## config.mk

```make
export PLATFORM = sky130hd
export DESIGN_NAME = dmem_responder_flat
export DESIGN_NICKNAME = d
export VERILOG_FILES = /design/src/rtl/dmem_pkg.sv /design/src/rtl/dmem_responder_if.sv /design/src/rtl/store_buf.sv /design/src/rtl/dmem_responder.sv /design/src/flat_wrapper.sv
export SDC_FILE = /design/constraint.sdc
export NUM_CORES = 2
export LEC_CHECK = 0
export CAP_MARGIN = 10
export CORE_ASPECT_RATIO = 1.25
export CORE_MARGIN = 3
export CORE_UTILIZATION = 38
export CTS_CLUSTER_SIZE = 28
export DETAILED_ROUTE_END_ITERATION = 12
export SETUP_SLACK_MARGIN = 0.4
export SLEW_MARGIN = 20
export SYNTH_ARGS = -nofsm -noshare
export SYNTH_HDL_FRONTEND = slang
export SYNTH_HIERARCHICAL = 1
export SYNTH_SLANG_ARGS = --single-unit
export TNS_END_PERCENT = 100
```

## constraint.sdc

```tcl
create_clock -name clk -period 15.8 [get_ports clk]
set_input_delay 3.16 -clock clk [delete_from_list [all_inputs] [get_ports clk]]
set_output_delay 3.16 -clock clk [all_outputs]
set_load 0.02 [all_outputs]
```

## src/rtl/dmem_pkg.sv

```systemverilog
// Shared types and constants for the data-memory responder and its store buffer.
package dmem_pkg;

    localparam int unsigned WORD_BYTES = 4;
    localparam int unsigned ADDR_W     = 32;
    localparam int unsigned DATA_W     = 32;
    localparam int unsigned OFS_W      = $clog2(WORD_BYTES);
    localparam int unsigned WIDX_W     = ADDR_W - OFS_W;

    typedef enum logic [1:0] {
        ST_IDLE      = 2'd0,
        ST_LOAD_WAIT = 2'd1,
        ST_FLUSH     = 2'd2
    } state_e;

    typedef struct packed {
        logic              valid;
        logic [WIDX_W-1:0] widx;
        logic [DATA_W-1:0] data;
    } store_entry_t;

endpackage

```

## src/rtl/dmem_responder_if.sv

```systemverilog
// Datapath-to-responder request/response bundle.
interface dmem_responder_if;
    import dmem_pkg::*;

    logic              mem_req;
    logic              mem_we;
    logic [ADDR_W-1:0] mem_addr;
    logic [DATA_W-1:0] mem_wdata;
    logic              mem_ready;
    logic              mem_rvalid;
    logic [DATA_W-1:0] mem_rdata;
    logic              mem_err;

    modport master (
        output mem_req, mem_we, mem_addr, mem_wdata,
        input  mem_ready, mem_rvalid, mem_rdata, mem_err
    );

    modport slave (
        input  mem_req, mem_we, mem_addr, mem_wdata,
        output mem_ready, mem_rvalid, mem_rdata, mem_err
    );

endinterface

```

## src/rtl/store_buf.sv

```systemverilog
// Circular store FIFO with head read and a youngest-match associative search.
module store_buf
    import dmem_pkg::*;
#(
    parameter  int unsigned DEPTH = 4,
    localparam int unsigned PTR_W = $clog2(DEPTH),
    localparam int unsigned CNT_W = PTR_W + 1
) (
    input  logic              clk,
    input  logic              reset,
    input  logic              push,
    input  logic [WIDX_W-1:0] push_widx,
    input  logic [DATA_W-1:0] push_data,
    input  logic              pop,
    output store_entry_t      head,
    output logic [CNT_W-1:0]  count,
    input  logic [WIDX_W-1:0] search_widx,
    output logic              hit,
    output logic [DATA_W-1:0] hit_data
);

    store_entry_t     mem [DEPTH];
    logic [PTR_W-1:0] head_q, tail_q;
    logic [CNT_W-1:0] count_q;
    logic [PTR_W-1:0] idx;
    logic             do_push, do_pop;

    assign do_push = push && (count_q < CNT_W'(DEPTH));
    assign do_pop  = pop && (count_q != '0);
    assign head    = mem[head_q];
    assign count   = count_q;

    always_ff @(posedge clk) begin
        if (!reset) begin
            head_q  <= '0;
            tail_q  <= '0;
            count_q <= '0;
            for (int i = 0; i < int'(DEPTH); i++) begin
                mem[i] <= '0;
            end
        end else begin
            if (do_push) begin
                mem[tail_q] <= '{valid: 1'b1, widx: push_widx, data: push_data};
                tail_q      <= tail_q + PTR_W'(1);
            end
            if (do_pop) begin
                mem[head_q].valid <= 1'b0;
                head_q            <= head_q + PTR_W'(1);
            end
            case ({do_push, do_pop})
                2'b10:   count_q <= count_q + CNT_W'(1);
                2'b01:   count_q <= count_q - CNT_W'(1);
                default: count_q <= count_q;
            endcase
        end
    end

    // Walk oldest to youngest so the last match seen is the youngest.
    always_comb begin
        hit      = 1'b0;
        hit_data = '0;
        idx      = '0;
        for (int unsigned i = 0; i < DEPTH; i++) begin
            idx = head_q + PTR_W'(i);
            if (mem[idx].valid && (mem[idx].widx == search_widx)) begin
                hit      = 1'b1;
                hit_data = mem[idx].data;
            end
        end
    end

endmodule

```

## src/rtl/dmem_responder.sv

```systemverilog
// Data-port responder: store buffer in front of a synchronous word RAM, with
// load forwarding, address checking and flush handshake.
module dmem_responder
    import dmem_pkg::*;
#(
    parameter int unsigned DEPTH_WORDS = 64,
    parameter int unsigned WB_DEPTH    = 4
) (
    input  logic                      clk,
    input  logic                      reset,
    dmem_responder_if.slave           bus,
    input  logic                      flush,
    output logic                      flush_done,
    output logic [$clog2(WB_DEPTH):0] wb_count
);

    localparam int unsigned CNT_W  = $clog2(WB_DEPTH) + 1;
    localparam int unsigned RAM_AW = $clog2(DEPTH_WORDS);

    localparam logic [1:0] IDLE      = 2'(ST_IDLE);
    localparam logic [1:0] LOAD_WAIT = 2'(ST_LOAD_WAIT);
    localparam logic [1:0] FLUSH     = 2'(ST_FLUSH);

    logic [DATA_W-1:0] ram [DEPTH_WORDS];

    logic [1:0]        state_q, state_d;
    logic              flush_pend_q, flush_pend_d;
    logic              rvalid_q, err_q, flush_done_q;
    logic [DATA_W-1:0] rdata_q;

    logic [WIDX_W-1:0] req_widx;
    logic              addr_bad, room, accept, ld_acc, push, drain, ram_we;
    store_entry_t      head;
    logic              hit;
    logic [DATA_W-1:0] hit_data;

    assign req_widx = bus.mem_addr[ADDR_W-1:OFS_W];
    assign addr_bad = (bus.mem_addr[OFS_W-1:0] != '0) || (req_widx >= WIDX_W'(DEPTH_WORDS));
    assign room     = wb_count < CNT_W'(WB_DEPTH);

    always_comb begin
        bus.mem_ready = 1'b0;
        if (reset) begin
            case (state_q)
                IDLE:      bus.mem_ready = bus.mem_we ? room : 1'b1;
                LOAD_WAIT: bus.mem_ready = bus.mem_we && room;
                default:   bus.mem_ready = 1'b0;
            endcase
        end
    end

    assign accept = bus.mem_req && bus.mem_ready;
    assign ld_acc = accept && !bus.mem_we;
    assign push   = accept && bus.mem_we && !addr_bad;
    // The RAM port drains only in cycles where no request is accepted.
    assign drain  = reset && !accept && head.valid;
    assign ram_we = drain && (head.widx < WIDX_W'(DEPTH_WORDS));

    store_buf #(.DEPTH(WB_DEPTH)) u_store_buf (
        .clk         (clk),
        .reset       (reset),
        .push        (push),
        .push_widx   (req_widx),
        .push_data   (bus.mem_wdata),
        .pop         (drain),
        .head        (head),
        .count       (wb_count),
        .search_widx (req_widx),
        .hit         (hit),
        .hit_data    (hit_data)
    );

    always_comb begin
        state_d      = state_q;
        flush_pend_d = flush_pend_q || flush;
        case (state_q)
            IDLE: begin
                if (ld_acc) begin
                    state_d = LOAD_WAIT;
                end else if (flush_pend_d) begin
                    state_d      = FLUSH;
                    flush_pend_d = 1'b0;
                end
            end
            LOAD_WAIT: state_d = IDLE;
            FLUSH:     if (wb_count == '0) state_d = IDLE;
            default:   state_d = IDLE;
        endcase
    end

    always_ff @(posedge clk) begin
        if (!reset) begin
            state_q      <= IDLE;
            flush_pend_q <= 1'b0;
            rvalid_q     <= 1'b0;
            rdata_q      <= '0;
            err_q        <= 1'b0;
            flush_done_q <= 1'b0;
        end else begin
            state_q      <= state_d;
            flush_pend_q <= flush_pend_d;
            rvalid_q     <= ld_acc;
            err_q        <= accept && addr_bad;
            flush_done_q <= (state_q == FLUSH) && (wb_count == '0);
            if (ld_acc && !addr_bad) begin
                rdata_q <= hit ? hit_data : ram[req_widx[RAM_AW-1:0]];
            end else begin
                rdata_q <= '0;
            end
        end
    end

    always_ff @(posedge clk) begin
        if (ram_we) begin
            ram[head.widx[RAM_AW-1:0]] <= head.data;
        end
    end

    // A response already in flight is suppressed as soon as reset lands.
    assign bus.mem_rvalid = rvalid_q && reset;
    assign bus.mem_rdata  = reset ? rdata_q : '0;
    assign bus.mem_err    = err_q && reset;
    assign flush_done     = flush_done_q;

endmodule

```

## src/flat_wrapper.sv

```systemverilog
// flat-port wrapper written by rule: the top's interface ports become plain ports
module dmem_responder_flat import dmem_pkg::*;
#(
    parameter int unsigned DEPTH_WORDS = 64,
    parameter int unsigned WB_DEPTH    = 4
)
  (clk, reset, flush, flush_done, wb_count, bus_mem_req, bus_mem_we, bus_mem_addr, bus_mem_wdata, bus_mem_ready, bus_mem_rvalid, bus_mem_rdata, bus_mem_err);
  dmem_responder_if bus_i ();
  input  logic clk;
  input  logic reset;
  input  logic flush;
  output logic flush_done;
  output logic [$clog2(WB_DEPTH):0] wb_count;
  input wire logic [$bits(bus_i.mem_req)-1:0] bus_mem_req;
  input wire logic [$bits(bus_i.mem_we)-1:0] bus_mem_we;
  input wire logic [$bits(bus_i.mem_addr)-1:0] bus_mem_addr;
  input wire logic [$bits(bus_i.mem_wdata)-1:0] bus_mem_wdata;
  output wire logic [$bits(bus_i.mem_ready)-1:0] bus_mem_ready;
  output wire logic [$bits(bus_i.mem_rvalid)-1:0] bus_mem_rvalid;
  output wire logic [$bits(bus_i.mem_rdata)-1:0] bus_mem_rdata;
  output wire logic [$bits(bus_i.mem_err)-1:0] bus_mem_err;
  assign bus_i.mem_req = bus_mem_req;
  assign bus_i.mem_we = bus_mem_we;
  assign bus_i.mem_addr = bus_mem_addr;
  assign bus_i.mem_wdata = bus_mem_wdata;
  assign bus_mem_ready = bus_i.mem_ready;
  assign bus_mem_rvalid = bus_i.mem_rvalid;
  assign bus_mem_rdata = bus_i.mem_rdata;
  assign bus_mem_err = bus_i.mem_err;
  dmem_responder #(.DEPTH_WORDS(DEPTH_WORDS), .WB_DEPTH(WB_DEPTH)) u_core (.clk(clk), .reset(reset), .bus(bus_i), .flush(flush), .flush_done(flush_done), .wb_count(wb_count));
endmodule
```

==> impl_metrics.csv <==
group,metric,value,unit
run_status,status,"finished clean",
pwr,peakVddDrop,0.0911,mV
clock_tree,cts.path.max_buffers,4,
clock_tree,htreeDepth,4,
timing,setup_viol,0,
die,die_area,266000,um^2
routing,detail-route-antenna-nets,0,
routing,first_pass_iters,5,
synthesis,synth-seq-cells,2347,
critical_path,critPathArrivalTime,9.26,ns
placed_design,place_congestion,0.894,
flow_run,max_cap_viol_count,0,
critical_path,crit_required,16.53,ns
min_path,hp-class,"register to register",
die,start_util,38.3,%
pwr,total_leakage_power,35.6,nW
timing,setup-tns-final,0,ns
placed_design,port_buffers,107,
clock_tree,clkLatencyLatePin,0.90,ns
clock_tree,cts-hold-fix-buffers,0,
synthesis,synth_compound_area_share,4.95,%
synthesis,seq_area_frac_synth,70.9,%
global_route,antenna_found_initial,26,
clock_tree,root_buffer,"clkbuf_16",
global_route,overflow,0,
timing,fin_skew,0.0726,ns
synthesis,synth_fa_ha_area_share,0.0837,%
finish,fillCellCount,22300,
critical_path,cp-start-kind,"register",
global_route,grt_pass1_wl,408000,um
critical_path,path_max_fanout,60,
timing,worst_slew_pin_slew,1.15,ns
finish,layout-drive-gt1-share,20.0,%
timing,finalMaxSlewViolations,0,
die,die_w,462,um
routing,drc,0,
die,core_area,258000,um^2
clock_tree,cts-buffers-inserted,234,
global_route,grt_max_degree,122,
timing,min_period_over_period,54.0,%
clock_tree,post-cts-setup-buffer-count,0,
synthesis,synthFlopType,"edfxtp_1",
pwr,powerDensity,116,nW/um^2
global_route,grt_usage,21.5,%
synthesis,synth_xor_area_share,0.977,%
synthesis,synth_top_family_by_area,"multiplexers",
timing,hold_slack,0.527,ns
synthesis,synthArstFlopShare,0,%
synthesis,yosys.area_share.simple,4.74,%
synthesis,synth.avg_cell_area,18.1,um^2
synthesis,syn_nets,5526,
timing,final_hold_viol_count,0,
finish,fin_nets,5670,
timing,max_freq,117,MHz
synthesis,yosys.cell_types.count,86,
synthesis,synth-edff-count,2296,
timing,rsz0062_at_grt,"no",
die,pin_count,108,
finish,final_cell_mix,"edfxtp_1, mux2i_1, mux4_2",
routing,wl,291000,um
clock_tree,clkSinkCount,2347,
die,fp.dieH,576,um
finish,multi_input_area,27500,um^2
timing,period_needed,8.53,ns
clock_tree,tritoncts,"yes",
clock_tree,cts_resized,0,
synthesis,synthesis.area,98700,um^2
finish,area_delta_synth_final,13.2,%
timing,max_slew_margin,23.1,%
routing,drt-vias-per-instance,5.90,
finish,layout_commonest_cell,"edfxtp_1",
routing,avgRoutedWirePerCell,31.8,um
synthesis,synthMuxAreaShare,16.4,%
synthesis,syn_inst,5451,
global_route,grt_pass1_vias,53900,
finish,seq_area,70000,um^2
die,num_rows,208,
critical_path,criticalPathCategory,"register to register",
routing,drt-initial-drc-count,6263,
critical_path,crit_path_end_kind,"register",
synthesis,yosys_warnings,6,
placed_design,hpwl,167000,um
routing,vias,53900,
clock_tree,clk_pin_slew,0.06,ns
final timing paths:
check | from | to | slack [ns] | cells after the start
worst max-delay path | u_core/u_store_buf/head_q[1]$_SDFFE_PN0P_ | u_core/rdata_q[9]$_SDFF_PN0_ | 7.27 | 16
worst min-delay path | u_core/state_q[1]$_SDFFE_PN0P_ | u_core/flush_done$_SDFF_PN0_ | 0.53 | 2
worst max register to register | u_core/u_store_buf/head_q[1]$_SDFFE_PN0P_ | u_core/rdata_q[9]$_SDFF_PN0_ | 7.27 | 16
worst min register to register | u_core/state_q[1]$_SDFFE_PN0P_ | u_core/flush_done$_SDFF_PN0_ | 0.53 | 2
routing by layer:
layer,vias up,share of wire (%),track usage [%]
met5,-,0.033,0
li1,22500,-,-
met3,489,6.5,2.81
met2,2168,50,35.9
met4,16,5.3,10.1
met1,28800,38,27.7
through the flow:
stage                     std cells  worst slack [ns]  power (mW)  cell area, um^2  util [%]
after floorplan                5451              8.81        7.36            98700         -
after global routing           9142              7.01        13.3           112000      43.3
final                          9149              7.27        13.0           112000      43.3
after CTS                      9140              7.36        13.1           112000      43.3
after detailed placement       8719              6.53        7.63           104000      40.4
after global placement         8718              6.54        7.62           104000      40.4
report_power, final:
| group | internal, mW | total [mW] | switching, mW |
|---|---|---|---|
| combinational | 0.222 | 0.647 | 0.425 |
| clock | 3.16 | 5.49 | 2.33 |
| sequential | 6.83 | 6.85 | 0.0245 |
cell usage after synthesis (all sizes together) (48+ instances only):
| master | count | area (um^2) |
|---|---|---|
| nor2 | 207 | 780 |
| clkbuf | 189 | 711 |
| a22oi | 173 | 1300 |
| a21oi | 158 | 795 |
| o221ai | 48 | 420 |
| dfxtp | 51 | 1020 |
| mux2 | 48 | 541 |
| nand3 | 79 | 395 |
| o22ai | 89 | 557 |
| buf | 185 | 1070 |
| and3 | 67 | 419 |
| nand2 | 140 | 536 |
| xor2 | 64 | 561 |
| edfxtp | 2296 | 68900 |
| mux4 | 478 | 10800 |
| o21ai | 48 | 240 |
| and2 | 229 | 1430 |
| mux2i | 491 | 4920 |
flip-flops by register name (all words and copies together) (netlist names), 2 cells and up, named ones only:
register	cells
u_core/u_store_buf/head_q	2
u_core/ram	2048
u_core/rdata_q	32
u_core/state_q	2
u_core/u_store_buf/mem	252
u_core/u_store_buf/tail_q	2
u_core/u_store_buf/count	3
critical path: stages (launching register included):
cell	delay [ns]
dfxtp_2	0.92
clkinv_1	0.75
ha_4	1.10
buf_4	0.73
mux4_2	0.60
xor2_1	0.20
nor4_1	0.84
nand4_1	0.29
or4_1	0.82
nor2_2	0.22
nor2_1	0.05
nand2_1	0.23
nor4b_4	0.14
and2b_1	0.18
buf_4	0.31
a22oi_1	0.67
o21ai_1	0.15
cell families (layout without fill, tap and decap cells):
| family | Yosys count | in the layout |
|---|---|---|
| simple gates | 879 | 879 |
| other cells | 0 | 9 |
| fa+ha+maj | 6 | 6 |
| compound gates | 699 | 699 |
| flops | 2347 | 2347 |
| buf+inv | 393 | 722 |
| mux | 1017 | 1017 |
| xor+xnor | 110 | 110 |
area by class of cell:
cell class                 instances  share of cell area [%]
tap                             3360                    3.76
inverter                          19                  0.0639
multi-input combinational       2711                    24.6
clock inverter                   130                    1.14
antenna                            9                  0.0202
timing repair buffer             282                    2.18
clock buffer                     291                    5.56
sequential                      2347                    62.7
(Power assumes the default switching activity.)
